### src/rtl/dut_lane_test_ctrl.sv
// dut_lane_test_ctrl: run controller for a bank of FSM test lanes.
// Each run holds the lanes in reset, waits out a settle window, runs for a
// programmed length while injecting round-robin single-cycle errors, then
// freezes the collected results in DONE until the next start.
// Optional build macro DUT_LANE_TEST_CTRL_PER_LANE_CNT_EN adds one saturating
// error counter per lane on lane_err_cnt_o.
module dut_lane_test_ctrl #(
  parameter int N_LANES       = 4,
  parameter int RST_CYCLES    = 16,
  parameter int SETTLE_CYCLES = 64,
  parameter int INJ_PERIOD    = 1024,
  parameter int ERR_CNT_W     = 16
) (
  input  logic                 clk_i,
  input  logic                 rst_i,
  input  logic                 start_i,
  input  logic                 stop_i,
  input  logic                 inj_en_i,
  input  logic [31:0]          run_len_i,
  input  logic [N_LANES-1:0]   err_data_i,
  input  logic [N_LANES-1:0]   err_state_i,
  output logic                 lane_rst_o,
  output logic [N_LANES-1:0]   lane_inj_err_o,
  output logic [N_LANES-1:0]   err_sticky_o,
  output logic [ERR_CNT_W-1:0] err_cnt_o,
  output logic [ERR_CNT_W-1:0] inj_cnt_o,
  output logic                 busy_o,
  output logic                 done_o
`ifdef DUT_LANE_TEST_CTRL_PER_LANE_CNT_EN
  ,
  output logic [N_LANES*ERR_CNT_W-1:0] lane_err_cnt_o
`endif
);

  localparam int PTR_W = (N_LANES > 1) ? $clog2(N_LANES) : 1;
  localparam int INJ_W = $clog2(INJ_PERIOD);
  localparam logic [ERR_CNT_W-1:0] CNT_MAX     = '1;
  localparam logic [31:0]          RST_LAST    = 32'(RST_CYCLES - 1);
  localparam logic [31:0]          SETTLE_LAST = 32'(SETTLE_CYCLES - 1);
  localparam logic [INJ_W-1:0]     INJ_LAST    = INJ_W'(INJ_PERIOD - 1);
  localparam logic [PTR_W-1:0]     PTR_LAST    = PTR_W'(N_LANES - 1);

  typedef enum logic [2:0] {
    ST_IDLE,
    ST_RESET,
    ST_SETTLE,
    ST_RUN,
    ST_DONE
  } state_t;

  state_t             state_q;
  state_t             state_d;
  logic [31:0]        stateTimer_q;
  logic [31:0]        runLen_q;
  logic [INJ_W-1:0]   injTimer_q;
  logic [INJ_W-1:0]   injTimer_d;
  logic [PTR_W-1:0]   injPtr_q;
  logic [N_LANES-1:0] laneErr;
  logic               startReq;
  logic               runLast;
  logic               runStart;
  logic               injFire;

  // Next-state decode plus the injection decision; a pulse is only issued when
  // the controller stays in RUN, so a pulse can never appear outside RUN.
  always_comb begin
    laneErr    = err_data_i | err_state_i;
    startReq   = start_i & ~stop_i;
    runLast    = (runLen_q != 32'd0) && (stateTimer_q == runLen_q - 32'd1);
    injTimer_d = (injTimer_q == INJ_LAST) ? '0 : injTimer_q + 1'b1;
    state_d    = state_q;
    unique case (state_q)
      ST_IDLE: begin
        if (startReq) state_d = ST_RESET;
      end
      ST_RESET: begin
        if (stop_i)                         state_d = ST_DONE;
        else if (stateTimer_q == RST_LAST)  state_d = ST_SETTLE;
      end
      ST_SETTLE: begin
        if (stop_i)                           state_d = ST_DONE;
        else if (stateTimer_q == SETTLE_LAST) state_d = ST_RUN;
      end
      ST_RUN: begin
        if (stop_i || runLast) state_d = ST_DONE;
      end
      ST_DONE: begin
        if (startReq) state_d = ST_RESET;
      end
      default: state_d = ST_IDLE;
    endcase
    runStart = (state_d == ST_RESET) && (state_q != ST_RESET);
    injFire  = (state_q == ST_RUN) && (state_d == ST_RUN) && inj_en_i &&
               (injTimer_d == INJ_LAST);
  end

  // Controller state, timers, result registers and all registered outputs.
  always_ff @(posedge clk_i) begin
    if (!rst_i) begin
      state_q        <= ST_IDLE;
      stateTimer_q   <= '0;
      runLen_q       <= '0;
      injTimer_q     <= '0;
      injPtr_q       <= '0;
      lane_rst_o     <= 1'b1;
      lane_inj_err_o <= '0;
      err_sticky_o   <= '0;
      err_cnt_o      <= '0;
      inj_cnt_o      <= '0;
      busy_o         <= 1'b0;
      done_o         <= 1'b0;
    end else begin
      state_q        <= state_d;
      busy_o         <= (state_d == ST_RESET) || (state_d == ST_SETTLE) ||
                        (state_d == ST_RUN);
      done_o         <= (state_d == ST_DONE);
      lane_rst_o     <= !((state_d == ST_SETTLE) || (state_d == ST_RUN));
      lane_inj_err_o <= '0;

      if (state_d != state_q) begin
        stateTimer_q <= '0;
      end else if (busy_o) begin
        stateTimer_q <= stateTimer_q + 32'd1;
      end

      if (runStart) begin
        err_sticky_o <= '0;
        err_cnt_o    <= '0;
        inj_cnt_o    <= '0;
        injPtr_q     <= '0;
        runLen_q     <= run_len_i;
      end

      if (state_q == ST_RUN) begin
        err_sticky_o <= err_sticky_o | laneErr;
        if ((|laneErr) && (err_cnt_o != CNT_MAX)) begin
          err_cnt_o <= err_cnt_o + 1'b1;
        end
        injTimer_q <= injTimer_d;
      end else begin
        injTimer_q <= '0;
      end

      if (injFire) begin
        for (int i = 0; i < N_LANES; i++) begin
          lane_inj_err_o[i] <= (injPtr_q == PTR_W'(i));
        end
        if (inj_cnt_o != CNT_MAX) begin
          inj_cnt_o <= inj_cnt_o + 1'b1;
        end
        injPtr_q <= (injPtr_q == PTR_LAST) ? '0 : injPtr_q + 1'b1;
      end
    end
  end

`ifdef DUT_LANE_TEST_CTRL_PER_LANE_CNT_EN
  // Per-lane saturating count of RUN cycles with that lane's error set.
  always_ff @(posedge clk_i) begin
    if (!rst_i) begin
      lane_err_cnt_o <= '0;
    end else if (runStart) begin
      lane_err_cnt_o <= '0;
    end else if (state_q == ST_RUN) begin
      for (int i = 0; i < N_LANES; i++) begin
        if (laneErr[i] && (lane_err_cnt_o[i*ERR_CNT_W +: ERR_CNT_W] != CNT_MAX)) begin
          lane_err_cnt_o[i*ERR_CNT_W +: ERR_CNT_W] <=
            lane_err_cnt_o[i*ERR_CNT_W +: ERR_CNT_W] + 1'b1;
        end
      end
    end
  end
`endif

endmodule

### config.mk
export PLATFORM = sky130hd
export DESIGN_NAME = dut_lane_test_ctrl
export DESIGN_NICKNAME = d
export VERILOG_FILES = /design/src/rtl/dut_lane_test_ctrl.sv
export SDC_FILE = /design/constraint.sdc
export NUM_CORES = 1
export LEC_CHECK = 0
export CAP_MARGIN = 30
export CORE_MARGIN = 2
export CORE_UTILIZATION = 50
export CTS_CLUSTER_SIZE = 16
export DETAILED_ROUTE_END_ITERATION = 8
export HOLD_SLACK_MARGIN = 0.02
export PLACE_DENSITY = 0.81
export SETUP_SLACK_MARGIN = 0.15
export SLEW_MARGIN = 20
export SYNTH_ARGS = -nofsm -noshare
export SYNTH_HDL_FRONTEND = slang
export SYNTH_SLANG_ARGS = --single-unit
export TNS_END_PERCENT = 5
### constraint.sdc
create_clock -name clk_i -period 5.8 [get_ports clk_i]
set_input_delay 1.74 -clock clk_i [delete_from_list [all_inputs] [get_ports clk_i]]
set_output_delay 1.74 -clock clk_i [all_outputs]
set_load 0.01 [all_outputs]
==> impl_metrics.toml <==
[run_status]
status = "complete, no violations"

[worst_setup_path]
path_delay_family = "simple AND/OR/NAND/NOR gates"
worstSetupStartpointType = "flop"
endpoint_kind = "flop"
critPathMaxStageDelay_ns = 0.70
crit_path_frequent_cell = "nor4_2"
cp_cell_sequence = "inv_1 > ha_1 > or4b_4 > or4_1 > nor4_2 > o22ai_2 > nor4_2 > and4b_4 > nand3_4 > a21oi_4 > buf_4 > nor3_2"
required_ns = 6.07
cp_slowest_cell = "or4_1"
worstSetupPathType = "flop to flop"
critPathArrivalTime_ns = 4.69
worst-path-buf-inv = 2
worstPathMaxFanout = 20

[routing]
dr_wl_met3_um = 1059
vias = 6876
drt_iter0_drc = 401
dr_wl_met2_um = 9213
drc = 0
wl_um = 18950
drtAntennaViolNets = 0
avgViaCountPerCell = 5.948
met1_length_um = 8088
first_pass_iters = 5
wl_per_cell_um = 16.39
highest_layer = "met4"

[placement]
place_area_um2 = 8169
dp_cells = 1124
portBuffers = 87
globalplace.congestion = 0.9344
place_hpwl_um = 12850

[sta]
timing.setup.tns_ns = 0
fmax_mhz = 226.3
slew_headroom_pct = 41.69
finClkSkew_ns = 0.008291
setup_viol_count_final = 0
hold_ws_ns = 0.4484
finalCriticalPeriod_ns = 4.419
hold_violations = 0
worst_slew_pin_slew_ns = 0.8747
rsz0062_at_grt = "false"
timing.final.max_slew_violations = 0
post-route-period-util_pct = 76.19

[synth]
synth-edff-count = 0
syn_area_um2 = 7350
synth-seq-cells = 122
ys_types = 85
syn_nets = 953
synth_ff_type = "dfxtp_1"
syn_area_per_cell_um2 = 8.193
postSynthCellCount = 897
yosysSeqAreaShare_pct = 33.23
async_flop_share_pct = 0
ys.warnings.count = 0

[power]
ir_drop_mv = 0.1853
power.leakage_nw = 3.149
power_density_nw_per_um2 = 262.9

[global_routing]
grt_overflow_total = 0
grt_use_total_pct = 24.32
grt_first_pass_wirelength_um = 31530
grt_max_degree = 72
grt_pass1_vias = 6514
antenna_found_initial = 0

[clock_network]
cts_resized = 0
hold_buffers = 0
cts_made_buffers = 17
clock_sinks = 122
cts.htree.levels = 4
root_buffer = "clkbuf_16"
worstSkewPairLatency_ns = 0.42
cts_setup_buffers = 0
clk_pin_slew_ns = 0.05
cts_buffer_depth = 2
cts_tree = "built"

[cells_and_area]
layout.cells.non_filler = 1156
diodes = 0
layout-drive-gt1-share_pct = 10.80
nets = 1016
area_growth_syn_to_layout_pct = 20.43
utilization_pct = 61.36
stdcell_area_um2 = 8851

[floorplan]
start_util_pct = 50.95
boundaryPins = 88
die_area_um2 = 15690
rows = 44
die_h_um = 125.2
coreArea_um2 = 14420
fp.dieW_um = 125.2

[job]
drv_cap = 0

[min_path]
hp-class = "flop to flop"
report_power, final:
| part | internal, mW | switching, mW |
|---|---|---|
| logic | 0.115 | 0.153 |
| clock network | 0.816 | 0.368 |
| registers | 0.851 | 0.0243 |
worst reg2reg max path, stage by stage (launching register included):
cell	delay (ns)
dfxtp_1	0.34
inv_1	0.09
ha_1	0.27
or4b_4	0.50
or4_1	0.70
nor4_2	0.29
o22ai_2	0.11
nor4_2	0.41
and4b_4	0.35
nand3_4	0.15
a21oi_4	0.70
buf_4	0.32
nor3_2	0.06
logic make-up (layout without fill, tap and decap cells):
logic type,count (synthesis),after routing,synth area share [%]
AO/OA/AOI/OAI,157,157,14.11
XOR/XNOR,75,75,8.938
adder cells (fa/ha/maj),11,11,1.873
buffers and inverters,66,141,5.431
flip-flops,122,122,33.23
multiplexers,8,8,1.158
AND/OR/NAND/NOR,458,458,35.26
stage by stage:
| step | setup WS, ns | power (mW) |
|---|---|---|
| 2_1_floorplan | 2.324 | 1.084 |
| 3_3_place_gp | 1.427 | 1.148 |
| 3_5_place_dp | 1.383 | 1.152 |
| 4_1_cts | 1.375 | 2.333 |
| 5_1_grt | 1.128 | 2.401 |
| 6_report | 1.381 | 2.327 |
registers in the layout, summed over array words and instances, names as in the netlist:
name / flops
lane_rst_o: 1
runLen_q: 32
injPtr_q: 2
injTimer_q: 10
stateTimer_q: 32
done_o: 1
state_q: 3
err_cnt_o: 16
lane_inj_err_o: 4
err_sticky_o: 4
busy_o: 1
inj_cnt_o: 16
cells in the mapped netlist (all sizes together) (5+ instances only):
master | n | area [µm²]
nand2 | 132 | 495.5
dfxtp | 122 | 2442
nor2 | 65 | 246.5
a21oi | 64 | 331.6
nor3 | 59 | 450.4
xnor2 | 42 | 367.9
nand3 | 37 | 197.7
o21ai | 33 | 165.2
xor2 | 33 | 289.0
nor4 | 28 | 230.2
clkbuf | 27 | 113.9
and3 | 26 | 163.9
nand4 | 23 | 143.9
buf | 20 | 190.2
inv | 15 | 56.30
or3 | 13 | 83.83
nand3b | 12 | 90.09
and2 | 11 | 68.82
ha | 11 | 137.6
o31ai | 9 | 67.56
nand2b | 8 | 50.05
nor2b | 8 | 50.05
and4 | 7 | 62.56
nand4b | 6 | 58.80
or4 | 6 | 50.05
a31oi | 5 | 46.29
per-layer routing:
metal / track usage (%) / up-vias
li1: - / 3353
met4: 11.57 / 0
met1: 29.73 / 3246
met3: 5.306 / 48
met2: 40.79 / 229
met5: 0 / -
final timing paths:
path	start	to	slack, ns	cells past startpoint
worst min register to register	err_sticky_o[1]$_SDFFE_PN0P_	err_sticky_o[1]$_SDFFE_PN0P_	0.45	2
worst max register to register	runLen_q[0]$_SDFFE_PN0P_	stateTimer_q[24]$_SDFFE_PP0P_	1.38	12
worst min-delay path	err_sticky_o[1]$_SDFFE_PN0P_	err_sticky_o[1]$_SDFFE_PN0P_	0.45	2
worst max-delay path	runLen_q[0]$_SDFFE_PN0P_	stateTimer_q[24]$_SDFFE_PP0P_	1.38	12
cell type report:
type	instances	area, µm²
fill	1197	5573
multi-input combinational	709	4516
sequential	122	2442
timing repair buffer	95	943.4
clock buffer	24	501.7
tap	184	230.2
clock inverter	7	160.2
inverter	15	57.56
cells in the final DEF (no fill, tap or decap), types with 5 or more instances in the layout:
cell type / Yosys / layout
nand3_1: 36 / 36
bufinv_16: 0 / 5
nor3_1: 28 / 27
nor2b_1: 8 / 8
nor4_1: 22 / 22
dfxtp_1: 122 / 122
and2_1: 11 / 11
clkbuf_8: 1 / 5
nand2b_1: 8 / 7
nor2_1: 64 / 64
clkbuf_16: 0 / 17
nor3_2: 31 / 32
buf_4: 2 / 7
or3_1: 11 / 11
o31ai_1: 9 / 9
a21oi_1: 63 / 63
and3_1: 25 / 25
nand3b_1: 12 / 12
xnor2_1: 42 / 42
clkdlybuf4s50_1: 0 / 87
nand2_1: 132 / 132
xor2_1: 33 / 33
ha_1: 11 / 11
inv_1: 14 / 14
and4_1: 6 / 6
nand4_1: 23 / 23
o21ai_0: 33 / 33
nand4b_1: 5 / 5
Note: power is estimated with default switching activity, not from simulation.
